**config.mk**
```make
export PLATFORM = sky130hd
export DESIGN_NAME = alu_mc
export DESIGN_NICKNAME = d
export VERILOG_FILES = /design/src/rtl/alu_mc.sv
export SDC_FILE = /design/constraint.sdc
export NUM_CORES = 1
export LEC_CHECK = 0
export ABC_AREA = 1
export CAP_MARGIN = 30
export CORE_ASPECT_RATIO = 0.9
export CORE_UTILIZATION = 61
export CTS_CLUSTER_SIZE = 30
export DETAILED_ROUTE_END_ITERATION = 6
export PLACE_DENSITY = 0.82
export REMOVE_ABC_BUFFERS = 1
export SYNTH_ARGS = -nofsm -noshare
export SYNTH_HDL_FRONTEND = slang
export SYNTH_SLANG_ARGS = --single-unit
```
**constraint.sdc**
```tcl
create_clock -name clk -period 3.9 [get_ports clk]
set_clock_uncertainty 0.05 [all_clocks]
set_input_delay 0.585 -clock clk [delete_from_list [all_inputs] [get_ports clk]]
set_output_delay 0.585 -clock clk [all_outputs]
set_load 0.02 [all_outputs]
```
**src/rtl/alu_mc.sv**
```systemverilog
// alu_mc: N-bit ALU with valid/ready command and result handshakes.
// Single-cycle ops finish in one cycle; MUL iterates over N cycles.
//
// Ports:
//   clk, rst          rising-edge clock, async active-high reset
//   in_valid/in_ready command handshake (op, a, b sampled on accept)
//   op, a, b          opcode and signed operands
//   out_valid/ready   result handshake
//   result, onz, err  result, {overflow, negative, zero}, illegal-op flag
module alu_mc #(
   parameter int N = 8
) (
   input  logic         clk,
   input  logic         rst,
   input  logic         in_valid,
   output logic         in_ready,
   input  logic [3:0]   op,
   input  logic [N-1:0] a,
   input  logic [N-1:0] b,
   output logic         out_valid,
   input  logic         out_ready,
   output logic [N-1:0] result,
   output logic [2:0]   onz,
   output logic         err
);

   localparam int SW = $clog2(N);

   localparam logic [3:0] OP_ADD  = 4'd0;
   localparam logic [3:0] OP_SUB  = 4'd1;
   localparam logic [3:0] OP_AND  = 4'd2;
   localparam logic [3:0] OP_OR   = 4'd3;
   localparam logic [3:0] OP_XOR  = 4'd4;
   localparam logic [3:0] OP_INC  = 4'd5;
   localparam logic [3:0] OP_MOVA = 4'd6;
   localparam logic [3:0] OP_MOVB = 4'd7;
   localparam logic [3:0] OP_MUL  = 4'd8;
   localparam logic [3:0] OP_SHL  = 4'd9;
   localparam logic [3:0] OP_SRA  = 4'd10;
   localparam logic [3:0] OP_SRL  = 4'd11;

   typedef enum logic [1:0] {
      IDLE,
      BUSY,
      DONE
   } state_t;

   state_t         state_q;
   logic [N-1:0]   res_q;
   logic [2:0]     onz_q;
   logic           err_q;
   logic [2*N-1:0] acc_q;
   logic [2*N-1:0] mcand_q;
   logic [N-1:0]   mplier_q;
   logic [SW-1:0]  cnt_q;

   logic           accept;
   logic [SW-1:0]  sh;
   logic [N-1:0]   alu_res;
   logic           alu_ovf;
   logic           alu_err;
   logic [2:0]     alu_onz;
   logic [2*N-1:0] term;
   logic [2*N-1:0] prod_d;
   logic [N-1:0]   mul_lo;
   logic           mul_ovf;
   logic           last_it;

   assign in_ready  = (state_q == IDLE) ||
                      (state_q == DONE && out_ready);
   assign accept    = in_valid && in_ready;
   assign out_valid = (state_q == DONE);
   assign result    = res_q;
   assign onz       = onz_q;
   assign err       = err_q;

   assign sh = b[SW-1:0];

   always_comb begin
      alu_res = '0;
      alu_ovf = 1'b0;
      alu_err = 1'b0;
      case (op)
         OP_ADD: begin
            alu_res = a + b;
            alu_ovf = (a[N-1] == b[N-1]) &&
                      (alu_res[N-1] != a[N-1]);
         end
         OP_SUB: begin
            alu_res = a - b;
            alu_ovf = (a[N-1] != b[N-1]) &&
                      (alu_res[N-1] != a[N-1]);
         end
         OP_AND:  alu_res = a & b;
         OP_OR:   alu_res = a | b;
         OP_XOR:  alu_res = a ^ b;
         OP_INC: begin
            alu_res = a + N'(1);
            alu_ovf = (a == {1'b0, {(N-1){1'b1}}});
         end
         OP_MOVA: alu_res = a;
         OP_MOVB: alu_res = b;
         OP_MUL:  alu_res = '0;
         OP_SHL:  alu_res = a << sh;
         OP_SRA:  alu_res = $signed(a) >>> sh;
         OP_SRL:  alu_res = a >> sh;
         default: alu_err = 1'b1;
      endcase
   end

   assign alu_onz = {alu_ovf, alu_res[N-1], alu_res == '0};

   // Signed shift-add: the MSB of b carries weight -2^(N-1),
   // so the last partial product is subtracted. The 2N-bit
   // accumulator then holds the exact signed product.
   assign last_it = (cnt_q == SW'(N-1));
   always_comb begin
      term = '0;
      if (mplier_q[0])
         term = last_it ? (~mcand_q + 1'b1) : mcand_q;
   end
   assign prod_d  = acc_q + term;
   assign mul_lo  = prod_d[N-1:0];
   assign mul_ovf = (prod_d[2*N-1:N] != {N{prod_d[N-1]}});

   always_ff @(posedge clk or posedge rst) begin
      if (rst) begin
         state_q  <= IDLE;
         res_q    <= '0;
         onz_q    <= '0;
         err_q    <= 1'b0;
         acc_q    <= '0;
         mcand_q  <= '0;
         mplier_q <= '0;
         cnt_q    <= '0;
      end else begin
         case (state_q)
            IDLE, DONE: begin
               if (accept) begin
                  if (op == OP_MUL) begin
                     state_q  <= BUSY;
                     acc_q    <= '0;
                     mcand_q  <= {{N{a[N-1]}}, a};
                     mplier_q <= b;
                     cnt_q    <= '0;
                  end else begin
                     state_q <= DONE;
                     res_q   <= alu_res;
                     onz_q   <= alu_onz;
                     err_q   <= alu_err;
                  end
               end else if (state_q == DONE && out_ready) begin
                  state_q <= IDLE;
               end
            end
            BUSY: begin
               acc_q    <= prod_d;
               mcand_q  <= mcand_q << 1;
               mplier_q <= mplier_q >> 1;
               cnt_q    <= cnt_q + SW'(1);
               if (last_it) begin
                  state_q <= DONE;
                  res_q   <= mul_lo;
                  onz_q   <= {mul_ovf, mul_lo[N-1], mul_lo == '0};
                  err_q   <= 1'b0;
               end
            end
            default: state_q <= IDLE;
         endcase
      end
   end

endmodule

```
After elaboration in Yosys (flattened, before gate mapping). Cells that the tools add are included.

Add/subtract/negate cells: 6. Eq/ne operators: 25. Shifts and indexed selects: 3. Multiplexer cells: 34. Bitwise gates (word level): 4. Reductions and logical operators: 15.

Operator list (number): $mux W16 (6); $pmux W8 S11 (1); $pmux W16 S2 (2); $mux W8 (5); $pmux W8 S2 (2); $add A16 B1 Y16 const B (1); $add A16 B16 Y16 (1); $eq A4 B3 Y1 const B (4); $eq A4 B4 Y1 const B (4); $logic_not A8 Y1 (2); $not A16 Y16 (1); $mux W3 (5); $pmux W3 S2 (2); $reduce_or A11 Y1 (1); $add A8 B1 Y8 const B (1); $add A8 B8 Y8 (1); $and A8 B8 Y8 (1); $eq A4 B2 Y1 const B (2); $eq A8 B7 Y1 const B (1); $mux W2 (4); $ne A2 B2 Y1 const B (4); $ne A8 B8 Y1 (1); $or A8 B8 Y8 (1); $shl A8 B3 Y8 (1); other kinds (25) (33).

Flip-flop bits (word level): 57. Bits of input ports: 24. Output and inout port bits: 14. Logic and storage cells: 95.

Longest topological paths before layout.
Depth in word-level cells: 8. Gate-level depth with buffers: 25. Depth with buffers taken out: 25.

Worst setup path before layout. OpenSTA, ideal clock, no wires.

Path kind: flip-flop to flip-flop. Start point: reg mcand_q[0]. End point: reg onz_q[2], in the netlist onz[2]. Setup time: 121 ps. Arrival time: 2973 ps. Data required time: 3729 ps. Setup slack: 755 ps. Cell stages (with the launch flop): 25. Buffers on the path: 0. Clock period less this slack: 3145 ps. Cells stage by stage: dfrtp_1 -> inv_1 -> ha_1 -> inv_1 -> nor3_1 -> inv_1 -> nor3_1 -> nand3_1 -> o21ai_2 -> nand2_1 -> o21ai_0 -> a21oi_1 -> ha_1 -> inv_1 -> nor3_1 -> and2_1 -> nand2_1 -> nand2_1 -> nand2_1 -> nand2_1 -> nand3_1 -> nor2_1 -> nand3_1 -> nand3_1 -> a21oi_1.

Longest elaborated chain between the ends: 8.

RTL lines: start, declared (line 53) `logic [2*N-1:0] mcand_q;`; start signal, assigned (line 143) `mcand_q <= {{N{a[N-1]}}, a};`; start signal, assigned (line 158) `mcand_q <= mcand_q << 1;`; $not A16 Y16 (line 120) `term = last_it ? (~mcand_q + 1'b1) : mcand_q;`; $add A16 B1 Y16 (line 120); $mux W16 * (line 120); $mux W16 * (line 119) `if (mplier_q[0])`; $add A16 B16 Y16 * (line 122) `assign prod_d = acc_q + term;`; $ne A8 B8 Y1 * (line 124) `assign mul_ovf = (prod_d[2*N-1:N] != {N{prod_d[N-1]}});`; $mux W3 * (line 161) `if (last_it) begin`; $pmux W3 S2 * (line 137) `case (state_q)`; end signal, assigned (line 149) `onz_q <= alu_onz;`; end signal, assigned (line 164) `onz_q <= {mul_ovf, mul_lo[N-1], mul_lo == '0};`; end, declared (line 50) `logic [2:0] onz_q;`.

Mark *: on every way between the ends. The rest lies on a longest branch, timed or not. The select of a mux whose other input is x is not followed. A chain may end at the register's enable or synchronous reset.

Worst setup path after layout.
Start point: reg mcand_q[1]. End point: reg onz_q[2], in the netlist onz[2].

Same word-level chain as after synthesis.

==> flow_metrics.tcl <==
set metrics [dict create \
    ys.flop_type "dfrtp_1" \
    syn-cell-area_um2 5730 \
    place_ws_ns 0.138 \
    place_hpwl_um 14800 \
    ys_seq_elements 56 \
    htreeDepth 2 \
    synth-seq-area-share 0.244 \
    rsz0062_at_grt "false" \
    grt_overflow 0 \
    path_max_fanout 4 \
    synth_simple_gate_area_frac 0.374 \
    first_pass_iters 5 \
    synthArstFlopShare 1.00 \
    hold_violations 0 \
    irDropWorstVdd_mv 0.403 \
    critPathMaxStageDelay_ns 0.54 \
    status "completed" \
    tns_ns 0 \
    insertion_delay_ns 0.34 \
    finalWorstSetupSlack_ns 0.218 \
    rr_worst_depth 21 \
    arrival_ns 3.86 \
    yosysWarningCount 0 \
    synth_compound_area_frac 0.168 \
    cp_common_cell "inv_1" \
    die_y_um 94.0 \
    criticalPathCategory "register to register" \
    timing.final.crit_share 0.944 \
    via_count 6654 \
    port_buffers 37 \
    syn_area_per_cell_um2 6.20 \
    period_minus_slack_ns 3.68 \
    diodes 0 \
    p_total_w 0.00330 \
    dp_cells 1075 \
    grt_pass1_vias 5911 \
    cts_sinks 56 \
    antenna_found_initial 0 \
    synthAdderAreaFrac 0.104 \
    crit_chain "inv_1, ha_1, inv_1, nor3_2, inv_1, nor3_4, nor3_1, nor3_1, ha_1, nand2_1, inv_1, a21oi_1, nand3b_1, nand2_1, nand2_1, nor2_1, nand3_1, nor2_1, nand3_1, nand3_1, a21oi_2" \
    endpoint "onz[2]$_DFFE_PP0P_" \
    rr_endpoint "onz[2]$_DFFE_PP0P_" \
    yosysMostFrequentCell "nand2_1" \
    reg2reg_from "mcand_q[1]$_DFFE_PP0P_" \
    synth_top_cell_by_area "dfrtp_1" \
    powerDensity_nw_per_um2 515 \
    cts.clk_slew.worst_paths_ns 0.12 \
    hold_class "register to register" \
    cp-end-kind "register" \
    final_cells 1085 \
    first_iter_violations 638 \
    fin_nets 1032 \
    cts_tree "built" \
    routed_wl_um 19200 \
    critPathLaunch "mcand_q[1]$_DFFE_PP0P_" \
    synthXorXnorAreaFrac 0.00764 \
    ys_top_cells_by_area "dfrtp_1 (24%), nand2_1 (18%), ha_1 (9.4%)" \
    critPathLaunchType "register" \
    synth_cell_types 39 \
    finalSetupViolCount 0 \
    final_max_slew_viol_count 0 \
    grt_usage 0.398 \
    drive_above_1_share 0.0613 \
    syn_to_final_growth_pct 11.8 \
    post-route-util 0.703 \
    via_per_inst 6.13 \
    synth_edf_count 0 \
    cts.path.max_buffers 2 \
    p_leak_nw 3.27 \
    synth_common_cells "nand2_1 (273), inv_1 (110), nor2_1 (96), nand3_1 (77)" \
    wire_per_inst_um 17.7 \
    hold_depth 2 \
    r2r_slack_ns 0.22 \
    tightestPinTransition_ns 0.809 \
    yosys-mux-area-fraction 0 \
    grt_pass1_wl_um 30100 \
    dieArea_um2 9790 \
    io-pin-count 38 \
    rows 33 \
    syn_inst 924 \
    drc 0 \
    max_slew_margin 0.460 \
    core_um2 9130 \
    ant_nets 0 \
    gp_congestion 1.03 \
    cts-buffers-inserted 5 \
    synth_top_area_frac 0.244 \
    grt_max_degree 40 \
    initial_core_util 0.628 \
    maxCapViolations 0 \
    synth_top_family_by_area "simple AND/OR/NAND/NOR gates" \
    fp.dieW_um 104 \
    fmax_mhz 272 \
    crit_required_ns 4.07 \
    cts-root-buf "clkbuf_8" \
    crit_slowest_cell "nor3_1" \
]
==> cell families (layout without fill, tap and decap cells) <==
| group | after synthesis | count (layout) |
|---|---|---|
| adder cells (fa/ha/maj) | 46 | 46 |
| XOR/XNOR | 5 | 5 |
| AO/OA/AOI/OAI | 164 | 164 |
| flip-flops | 56 | 56 |
| buffers and inverters | 145 | 184 |
| AND/OR/NAND/NOR | 508 | 508 |
==> routing by layer <==
layer | wire (µm) | vias up | track usage
li1 | - | 3135 | -
met1 | 8390 | 3062 | 0.569
met2 | 8010 | 412 | 0.598
met3 | 2450 | 45 | 0.101
met4 | 362 | 0 | 0.0952
met5 | 0 | - | 0
==> cells in the final DEF (no fill, tap or decap), types with 6 or more instances in the layout <==
cell and instances:
clkdlybuf4s50_1 37, a31oi_1 9, o221ai_1 6, ha_1 43
inv_1 108, dfrtp_1 56, nand2_1 272, nand4_1 20
a21oi_1 44, nand3_1 75, or2_2 6, buf_4 22
o211ai_1 22, o22ai_1 6, inv_2 8, nor3_1 21
nor2_1 96, o21ai_0 56
==> area by class of cell <==
| class | count | area, µm² |
|---|---|---|
| clock buffer | 5 | 68.8 |
| inverter | 117 | 439 |
| timing repair buffer | 59 | 536 |
| tap | 122 | 153 |
| multi-input combinational | 723 | 3790 |
| fill | 806 | 2710 |
| sequential | 56 | 1400 |
| clock inverter | 3 | 21.3 |
==> report_power, final <==
part	switching (W)	leakage, nW	total [W]	internal (W)
clock network	0.000221	0.0445	0.000350	0.000128
logic	0.00125	2.53	0.00193	0.000676
registers	0.000206	0.699	0.00103	0.000823
total	0.00168	3.27	0.00330	0.00163
==> per-stage QoR <==
step | instance area (µm²) | hold WS [ns]
after floorplan | 5590 | 0.398
after global placement | 6260 | 0.415
after detailed placement | 6260 | 0.424
after CTS | 6350 | 0.449
after global routing | 6410 | 0.485
final | 6410 | 0.448
==> flip-flops by register name, summed over array words and instances, names as in the netlist <==
| register | flops |
|---|---|
| result | 7 |
| state_q | 2 |
| acc_q | 16 |
| onz | 3 |
| mcand_q | 16 |
| err | 1 |
| cnt_q | 3 |
| mplier_q | 8 |
==> timing repair <==
action	CTS	global route
hold endpoints to repair	0	0
setup endpoints to repair	0	2
buffers inserted	0	2
resized for setup	0	10
hold buffers	0	0
==> how the worst min path moves through the flow <==
stage,start,end,slack (ns)
after detailed placement,acc_q[0]$_DFFE_PP0P_,acc_q[0]$_DFFE_PP0P_,0.42
after global placement,acc_q[0]$_DFFE_PP0P_,acc_q[0]$_DFFE_PP0P_,0.42
final,acc_q[0]$_DFFE_PP0P_,acc_q[0]$_DFFE_PP0P_,0.45
after global routing,acc_q[0]$_DFFE_PP0P_,acc_q[0]$_DFFE_PP0P_,0.48
after floorplan,acc_q[0]$_DFFE_PP0P_,acc_q[0]$_DFFE_PP0P_,0.40
after CTS,acc_q[0]$_DFFE_PP0P_,acc_q[0]$_DFFE_PP0P_,0.45
==> worst max-delay path: cells and delay by family, from the launching register on <==
| kind | cells | cell delay [ns] |
|---|---|---|
| compound gates | 2 | 0.24 |
| fa+ha+maj | 2 | 0.59 |
| buf+inv | 4 | 0.34 |
| flops | 1 | 0.40 |
| simple gates | 13 | 1.94 |
(Power assumes the default switching activity.)
